**src/rtl/equiv_stim_gen.sv**
```systemverilog
// Pattern FIFO plus playback FSM that drives a stimulus pair for equivalence checking.
// Optional error injection on signal_1 is enabled by defining EQUIV_GEN_ERR_INJ_EN.
module equiv_stim_gen #(
  parameter int unsigned DEPTH       = 4,
  parameter int unsigned HOLD_CYCLES = 1,
  parameter int unsigned CNT_W       = 16
) (
  input  logic             clk,
  input  logic             rst,
`ifdef EQUIV_GEN_ERR_INJ_EN
  input  logic             inj_err,
`endif
  input  logic             pat_valid,
  input  logic [1:0]       pat_data,
  output logic             pat_ready,
  input  logic             start,
  output logic             busy,
  output logic             done,
  output logic             signal_0,
  output logic             signal_1,
  output logic             exp_pass,
  output logic [CNT_W-1:0] pass_cnt,
  output logic [CNT_W-1:0] fail_cnt
);

  localparam int unsigned PtrW  = $clog2(DEPTH);
  localparam int unsigned CntW  = PtrW + 1;
  localparam int unsigned HoldW = (HOLD_CYCLES > 1) ? $clog2(HOLD_CYCLES) : 1;

  typedef enum logic [1:0] {StIdle, StPlay, StDone} state_e;

  logic [1:0]       mem_q [DEPTH];
  logic [PtrW-1:0]  wr_ptr_q, rd_ptr_q;
  logic [CntW-1:0]  count_q;
  state_e           state_q;
  logic [HoldW-1:0] hold_q;
  logic             sig0_q, sig1_q, exp_q;
  logic [CNT_W-1:0] pass_q, fail_q;

  logic       full, empty, push, pop;
  logic [1:0] head;
  logic       load_sig1;

  assign full      = (count_q == CntW'(DEPTH));
  assign empty     = (count_q == '0);
  assign pat_ready = !full && !rst;
  assign push      = pat_valid && pat_ready;
  assign head      = mem_q[rd_ptr_q];

`ifdef EQUIV_GEN_ERR_INJ_EN
  assign load_sig1 = head[0] ^ inj_err;
`else
  assign load_sig1 = head[0];
`endif

  // A pop happens only on a pattern-load edge: start from idle, or end of hold in play.
  always_comb begin
    pop = 1'b0;
    if (!rst) begin
      unique case (state_q)
        StIdle:  pop = start && !empty;
        StPlay:  pop = (hold_q == '0) && !empty;
        default: pop = 1'b0;
      endcase
    end
  end

  always_ff @(posedge clk) begin
    if (push) begin
      mem_q[wr_ptr_q] <= pat_data;
    end
  end

  always_ff @(posedge clk) begin
    if (rst) begin
      wr_ptr_q <= '0;
      rd_ptr_q <= '0;
      count_q  <= '0;
    end else begin
      if (push) wr_ptr_q <= wr_ptr_q + PtrW'(1);
      if (pop)  rd_ptr_q <= rd_ptr_q + PtrW'(1);
      if (push && !pop) begin
        count_q <= count_q + CntW'(1);
      end else if (pop && !push) begin
        count_q <= count_q - CntW'(1);
      end
    end
  end

  always_ff @(posedge clk) begin
    if (rst) begin
      state_q <= StIdle;
      hold_q  <= '0;
      sig0_q  <= 1'b0;
      sig1_q  <= 1'b0;
      exp_q   <= 1'b0;
      pass_q  <= '0;
      fail_q  <= '0;
    end else begin
      unique case (state_q)
        StIdle: begin
          if (pop) begin
            state_q <= StPlay;
            sig0_q  <= head[1];
            sig1_q  <= load_sig1;
            exp_q   <= (head[1] == head[0]);
            hold_q  <= HoldW'(HOLD_CYCLES - 1);
            pass_q  <= '0;
            fail_q  <= '0;
          end
        end
        StPlay: begin
          // Count the relation actually driven this cycle, saturating.
          if (sig0_q == sig1_q) begin
            if (pass_q != '1) pass_q <= pass_q + CNT_W'(1);
          end else begin
            if (fail_q != '1) fail_q <= fail_q + CNT_W'(1);
          end
          if (hold_q != '0) begin
            hold_q <= hold_q - HoldW'(1);
          end else if (pop) begin
            sig0_q <= head[1];
            sig1_q <= load_sig1;
            exp_q  <= (head[1] == head[0]);
            hold_q <= HoldW'(HOLD_CYCLES - 1);
          end else begin
            state_q <= StDone;
          end
        end
        StDone:  state_q <= StIdle;
        default: state_q <= StIdle;
      endcase
    end
  end

  assign busy     = (state_q == StPlay);
  assign done     = (state_q == StDone);
  assign signal_0 = sig0_q;
  assign signal_1 = sig1_q;
  assign exp_pass = exp_q;
  assign pass_cnt = pass_q;
  assign fail_cnt = fail_q;

endmodule

```
**config.mk**
```make
export PLATFORM = sky130hd
export DESIGN_NAME = equiv_stim_gen
export DESIGN_NICKNAME = d
export VERILOG_FILES = /design/src/rtl/equiv_stim_gen.sv
export SDC_FILE = /design/constraint.sdc
export NUM_CORES = 1
export LEC_CHECK = 0
export ABC_AREA = 1
export BUFFER_PORTS_ARGS = -buffer_cell sky130_fd_sc_hd__buf_4
export CAP_MARGIN = 20
export CELL_PAD_IN_SITES_DETAIL_PLACEMENT = 1
export CELL_PAD_IN_SITES_GLOBAL_PLACEMENT = 2
export CORE_UTILIZATION = 34
export DETAILED_ROUTE_END_ITERATION = 12
export GPL_TIMING_DRIVEN = 0
export PLACE_DENSITY_LB_ADDON = 0.1
export SLEW_MARGIN = 20
export SYNTH_ARGS = -nofsm -noshare
export SYNTH_HDL_FRONTEND = slang
export SYNTH_SLANG_ARGS = --single-unit
```
**constraint.sdc**
```tcl
create_clock -name clk -period 5.4 [get_ports clk]
set_clock_uncertainty 0.2 [all_clocks]
set_input_delay 0.54 -clock clk [delete_from_list [all_inputs] [get_ports clk]]
set_output_delay 0.54 -clock clk [all_outputs]
set_load 0.05 [all_outputs]
```
==> flow_summary.yaml, run 1 <==
timing:
  final-max-slew-violation-count: 0
  slew_headroom: 0.630
  tightest_slew_ns: 0.555
  finalHoldViolCount: 0
  fmax_mhz: 424
  rsz0062_at_grt: "false"
  timing.final.crit_period_ns: 2.36
  post-route-period-util: 0.437
  finalSetupViolations: 0
  fin_setup_tns_ns: 0
routing:
  via_count: 2929
  drc: 0
  viasPerCell: 4.85
  routedWlPerCell_um: 13.8
  drt-total-wl_mm: 8.36
  drt-pass1-iter-count: 4
  met3_wirelength_um: 178
  antenna_left: 0
  wl_met2_mm: 4.18
  routed.top_layer: "met4"
  drt_iter0_drc: 92
  routedLengthMet1_mm: 3.92
layout:
  multi_input_area_mm2: 0.00162
  design_area_mm2: 0.00361
  finish.utilization: 0.416
  final_cell_mix: "nand2_1 (141), nor2_1 (55), inv_1 (54)"
  areaGrowthSynthToFinish_pct: 18.8
  fin_nets: 509
  final_common_cell: "nand2_1"
  antenna_cells: 0
  fillCellCount: 1136
  final-seq-area_mm2: 0.00116
  drive_gt1_frac: 0.157
cts:
  ctsResizeCount: 0
  clock-root-buffer: "clkbuf_8"
  clock-sinks: 54
  clockBufferDepth: 2
  clk-insertion-delay-late_ns: 0.32
  cts_setup_buffers: 0
  htreeDepth: 2
  cts_buffers: 5
  clkTransAtPathRegs_ns: 0.11
  cts_tree: "yes"
  cts_hold_buf: 0
power_and_ir_drop:
  comb_power_share: 0.320
  powerDensity_mw_per_mm2: 308
  p_int_mw: 0.679
  p_clk_frac: 0.260
  power.switching_mw: 0.432
  peakVddDrop_v: 0.000155
  seqPwrFrac: 0.420
  switching_share: 0.389
  p_leak_nw: 1.62
run_status:
  outcome: "completed"
synthesis:
  synth_ff_type: "dfxtp_1"
  syn_nets: 459
  syn_inst: 445
  async_reset_ff_frac: 0
  synth_cell_type_count: 33
  synth-edff-count: 8
  syn_avg_cell_area_um2: 6.83
  syn_area_mm2: 0.00304
  seq_area_frac_synth: 0.382
  yosys_warnings: 0
  ys_seq_elements: 54
critical_path:
  worstSetupPathType: "reg2reg"
  critical_path.endpoint_type: "flip-flop"
  crit_required_ns: 5.41
  crit_path_start_kind: "flip-flop"
  arrival_ns: 2.37
  cp_max_fo: 9
floorplanning:
  dieArea_mm2: 0.00932
  die_h_um: 96.6
  fp-row-count: 34
  start_util: 0.350
  ioPinCount: 44
  coreArea_mm2: 0.00868
  die_w_um: 96.6
grt:
  grt-ovfl-total: 0
  grt_pass1_wl_mm: 13.7
  grt_max_degree: 18
  antenna_found_initial: 0
  track_usage: 0.193
  grt_pass1_vias: 2915
placement:
  io_buffers: 43
  routabilityCongestion: 0.776
  hpwl_mm: 6.40
  post_dp_cell_area_mm2: 0.00350
run:
  cap_violations: 0
hold_path:
  min_path_type: "in2reg"
-- flip-flops by register name, indices dropped and copies added (netlist names), named ones only --
name      count
fail_cnt     16
pass_cnt     16
mem_q         8
count_q       3
rd_ptr_q      2
state_q       2
wr_ptr_q      2
exp_pass      1
signal_0      1
signal_1      1
-- power by group through the flow --
stage | clock network (mW) | registers [mW] | logic (mW)
6_report | 0.289 | 0.467 | 0.355
5_1_grt | 0.309 | 0.473 | 0.396
4_1_cts | 0.296 | 0.468 | 0.362
3_5_place_dp | 0 | 0.477 | 0.359
3_3_place_gp | 0 | 0.476 | 0.353
2_1_floorplan | 0 | 0.515 | 0.217
-- critical path: stages, from the launching register on --
cell and delay, ns:
dfxtp_1 0.42, nor2_1 0.09, a21oi_1 0.16, nand2_1 0.21, inv_1 0.12, ha_1 0.14
inv_1 0.06, fa_1 0.37, a21oi_1 0.14, o21ai_0 0.12, o21ai_0 0.17, a21oi_1 0.05
-- cells by family (layout without fill, tap and decap cells) --
kind of cell / Yosys count / after routing / share of synthesized area
xor gates and xnor gates: 5 / 5 / 0.0144
and+or+nand+nor: 260 / 260 / 0.395
adders and majority gates: 8 / 8 / 0.0354
buffers and inverters: 66 / 117 / 0.0856
AOI/OAI and AO/OA: 52 / 52 / 0.0872
DFF: 54 / 54 / 0.382
-- final cells by class --
type | count | area share
plain buffers | 8 | 0.0118
flip-flops and latches | 54 | 0.322
multi-input cells | 325 | 0.448
inverters | 58 | 0.0603
repair buffers | 43 | 0.0894
clock buffers | 5 | 0.0191
well taps | 108 | 0.0374
clock inverters | 3 | 0.0121
-- through the flow --
stage | setup slack [ns] | power [mW] | instances | hold WS [ns]
finish | 3.04 | 1.11 | 604 | 0.217
CTS | 3.00 | 1.13 | 604 | 0.211
global route | 2.81 | 1.18 | 604 | 0.208
global placement | 2.87 | 0.828 | 596 | 0.245
detailed placement | 2.83 | 0.836 | 596 | 0.259
floorplan | 2.31 | 0.732 | 445 | 0.236
-- layer usage --
metal,vias to the layer above,GRT usage
met5,-,0
met4,0,0.0404
met3,6,0.0282
met2,33,0.356
met1,1371,0.236
li1,1519,-
-- synth_stat cells, types with 3 or more instances --
cell type / number / area, µm²
nand4_1: 14 / 87.6
dfxtp_1: 46 / 921
buf_2: 3 / 15.0
nand3_1: 25 / 125
xor2_1: 5 / 43.8
nor2_1: 55 / 206
inv_1: 54 / 203
o21ai_1: 3 / 15.0
a21oi_1: 27 / 135
nor2_4: 3 / 33.8
ha_1: 7 / 87.6
o21ai_0: 19 / 95.1
nand2_1: 141 / 529
clkbuf_1: 3 / 11.3
nand2_4: 7 / 78.8
edfxtp_1: 8 / 240
inv_2: 3 / 11.3
nor3_1: 3 / 15.0
-- path summary, 6_finish.rpt --
kind	cells past startpoint	endpoint	from	slack, ns
max reg2reg	11	count_q[2]	count_q[0]	3.04
min	1	mem_q[0][1]	pat_data[1]	0.22
min reg2reg	2	flip-flop	rd_ptr_q[1]	0.27
max	11	count_q[2]	count_q[0]	3.04
Power figures use the tool's default switching activity.
==> run 2, diff against run 1 <==
- CORE_UTILIZATION: 34 -> 31
- clock period: 5.4 -> 2.44 ns (I/O delays scaled with it)
==> flow_summary.yaml, run 2 (same netlist as run 1, synthesis figures left out) <==
placement:
  hpwl_mm: 6.60
  placed_cells: 617
  post_dp_cell_area_mm2: 0.00354
  routabilityCongestion: 0.738
  io_buffers: 43
cts:
  clock-sinks: 54
  clockBufferDepth: 2
  clkTransAtPathRegs_ns: 0.10
  cts_tree: "yes"
  clock-root-buffer: "clkbuf_8"
  cts_buffers: 5
  cts_setup_buffers: 0
  htreeDepth: 2
  clk-insertion-delay-late_ns: 0.31
grt:
  grt-ovfl-total: 0
  grt_pass1_vias: 3057
  antenna_found_initial: 0
  grt_pass1_wl_mm: 14.6
  track_usage: 0.183
  grt_max_degree: 18
floorplanning:
  die_h_um: 101
  coreArea_mm2: 0.00937
  fp-row-count: 35
  start_util: 0.324
  dieArea_mm2: 0.0102
  die_w_um: 101
  ioPinCount: 44
timing:
  tightest_slew_ns: 0.610
  finalSetupViolations: 0
  finalHoldViolCount: 0
  timing.final.crit_period_ns: 2.30
  final-max-slew-violation-count: 0
  fmax_mhz: 435
  post-route-period-util: 0.942
  rsz0062_at_grt: "false"
  slew_headroom: 0.593
layout:
  instances_no_fill: 627
  fin_nets: 511
  design_area_mm2: 0.00368
  finish.utilization: 0.393
  final_cell_mix: "nand2_1 (140), inv_1 (54), nor2_1 (54)"
  drive_gt1_frac: 0.167
  antenna_cells: 0
  final_common_cell: "nand2_1"
  areaGrowthSynthToFinish_pct: 21.1
routing:
  drt-pass1-iter-count: 4
  drt_iter0_drc: 62
  antenna_left: 0
  drc: 0
  via_count: 2908
  viasPerCell: 4.64
  drt-total-wl_mm: 8.61
  routedWlPerCell_um: 13.7
critical_path:
  r2r_start: "count_q[0]"
  rrSetupSlack_ns: 0.14
  reg2reg_to: "count_q[2]"
  crit_path_start_kind: "flip-flop"
  cp_max_fo: 4
  arrival_ns: 2.30
  r2r_cells: 12
  worstSetupPathType: "reg2reg"
  critical_path.endpoint_type: "flip-flop"
  crit_required_ns: 2.44
power_and_ir_drop:
  finalPower_mw: 2.48
  p_int_mw: 1.52
  switching_share: 0.388
  power.switching_mw: 0.963
  comb_power_share: 0.329
  powerDensity_mw_per_mm2: 674
  p_leak_nw: 1.63
  p_clk_frac: 0.249
  seqPwrFrac: 0.422
  peakVddDrop_v: 0.000360
hold_path:
  hold_depth: 4
  min_to: "pass_cnt[0]"
  holdCritStartpoint: "rst"
  min_path_type: "in2reg"
run:
  cap_violations: 0
run_status:
  outcome: "completed"
-- run 2: cell count changes in the layout (fill, tap and decap cells not counted), sizes merged --
cell and change:
dlygate4sd3 +2
-- run 2: what timing repair did --
action / 4_1_cts / 5_1_grt
gates resized for setup: 1 / 4
pin swaps: 0 / 0
endpoints found under the hold margin: 8 / 0
endpoints found under the setup margin: 1 / 1
hold buffers: 2 / 0
-- run 2: cell type report --
type                       instances  area [µm²]
fill                            1257        5690
multi-input combinational        325        1640
sequential                        54        1160
timing repair buffer              45         343
inverter                          58         218
tap                              129         161
clock buffer                       5        68.8
clock inverter                     3        43.8
buffer                             8        42.5
-- run 2: metrics by stage --
| stage | TNS, ns | hold slack, ns | setup WS, ns |
|---|---|---|---|
| 6_report | 0 | 0.0869 | 0.142 |
| 2_1_floorplan | 0 | 0.143 | 0.0211 |
| 3_5_place_dp | -0.0340 | 0.254 | -0.0340 |
| 3_3_place_gp | 0 | 0.247 | 0.0867 |
| 4_1_cts | 0 | 0.0741 | 0.0171 |
| 5_1_grt | 0 | 0.0896 | 0.0112 |
-- run 2: worst max-delay path: stages, from the launching register on --
cell	delay, ns
dfxtp_2	0.37
nor2_4	0.14
nand2_1	0.12
nand2_2	0.12
inv_1	0.07
nand2_2	0.09
ha_1	0.15
inv_1	0.07
fa_1	0.38
a21oi_1	0.14
o21ai_0	0.12
o21ai_0	0.17
a21oi_1	0.05
-- run 2: layer usage --
layer	global-route usage	share of wire	routed length [µm]	vias up
met2	0.337	0.50	4350	34
met3	0.0229	0.024	207	6
met1	0.227	0.46	4000	1358
li1	-	-	-	1510
met4	0.0401	0.0070	60	0
met5	0	0	0	-
-- run 2: power groups by stage --
stage / sequential, mW / combinational [mW] / clock [mW]
after floorplan: 1.14 / 0.487 / 0
after global placement: 1.06 / 0.793 / 0
after detailed placement: 1.06 / 0.818 / 0
after CTS: 1.04 / 0.825 / 0.652
after global routing: 1.06 / 0.908 / 0.682
final: 1.05 / 0.816 / 0.618
-- run 2: worst max path at each step --
stage	cells past startpoint	from	slack, ns	end
3_3_place_gp	12	count_q[0]	0.09	count_q[2]
3_5_place_dp	12	count_q[0]	-0.03	count_q[2]
6_report	12	count_q[0]	0.14	count_q[2]
2_1_floorplan	11	count_q[0]	0.02	count_q[2]
4_1_cts	12	count_q[0]	0.02	count_q[2]
5_1_grt	12	count_q[0]	0.01	count_q[2]
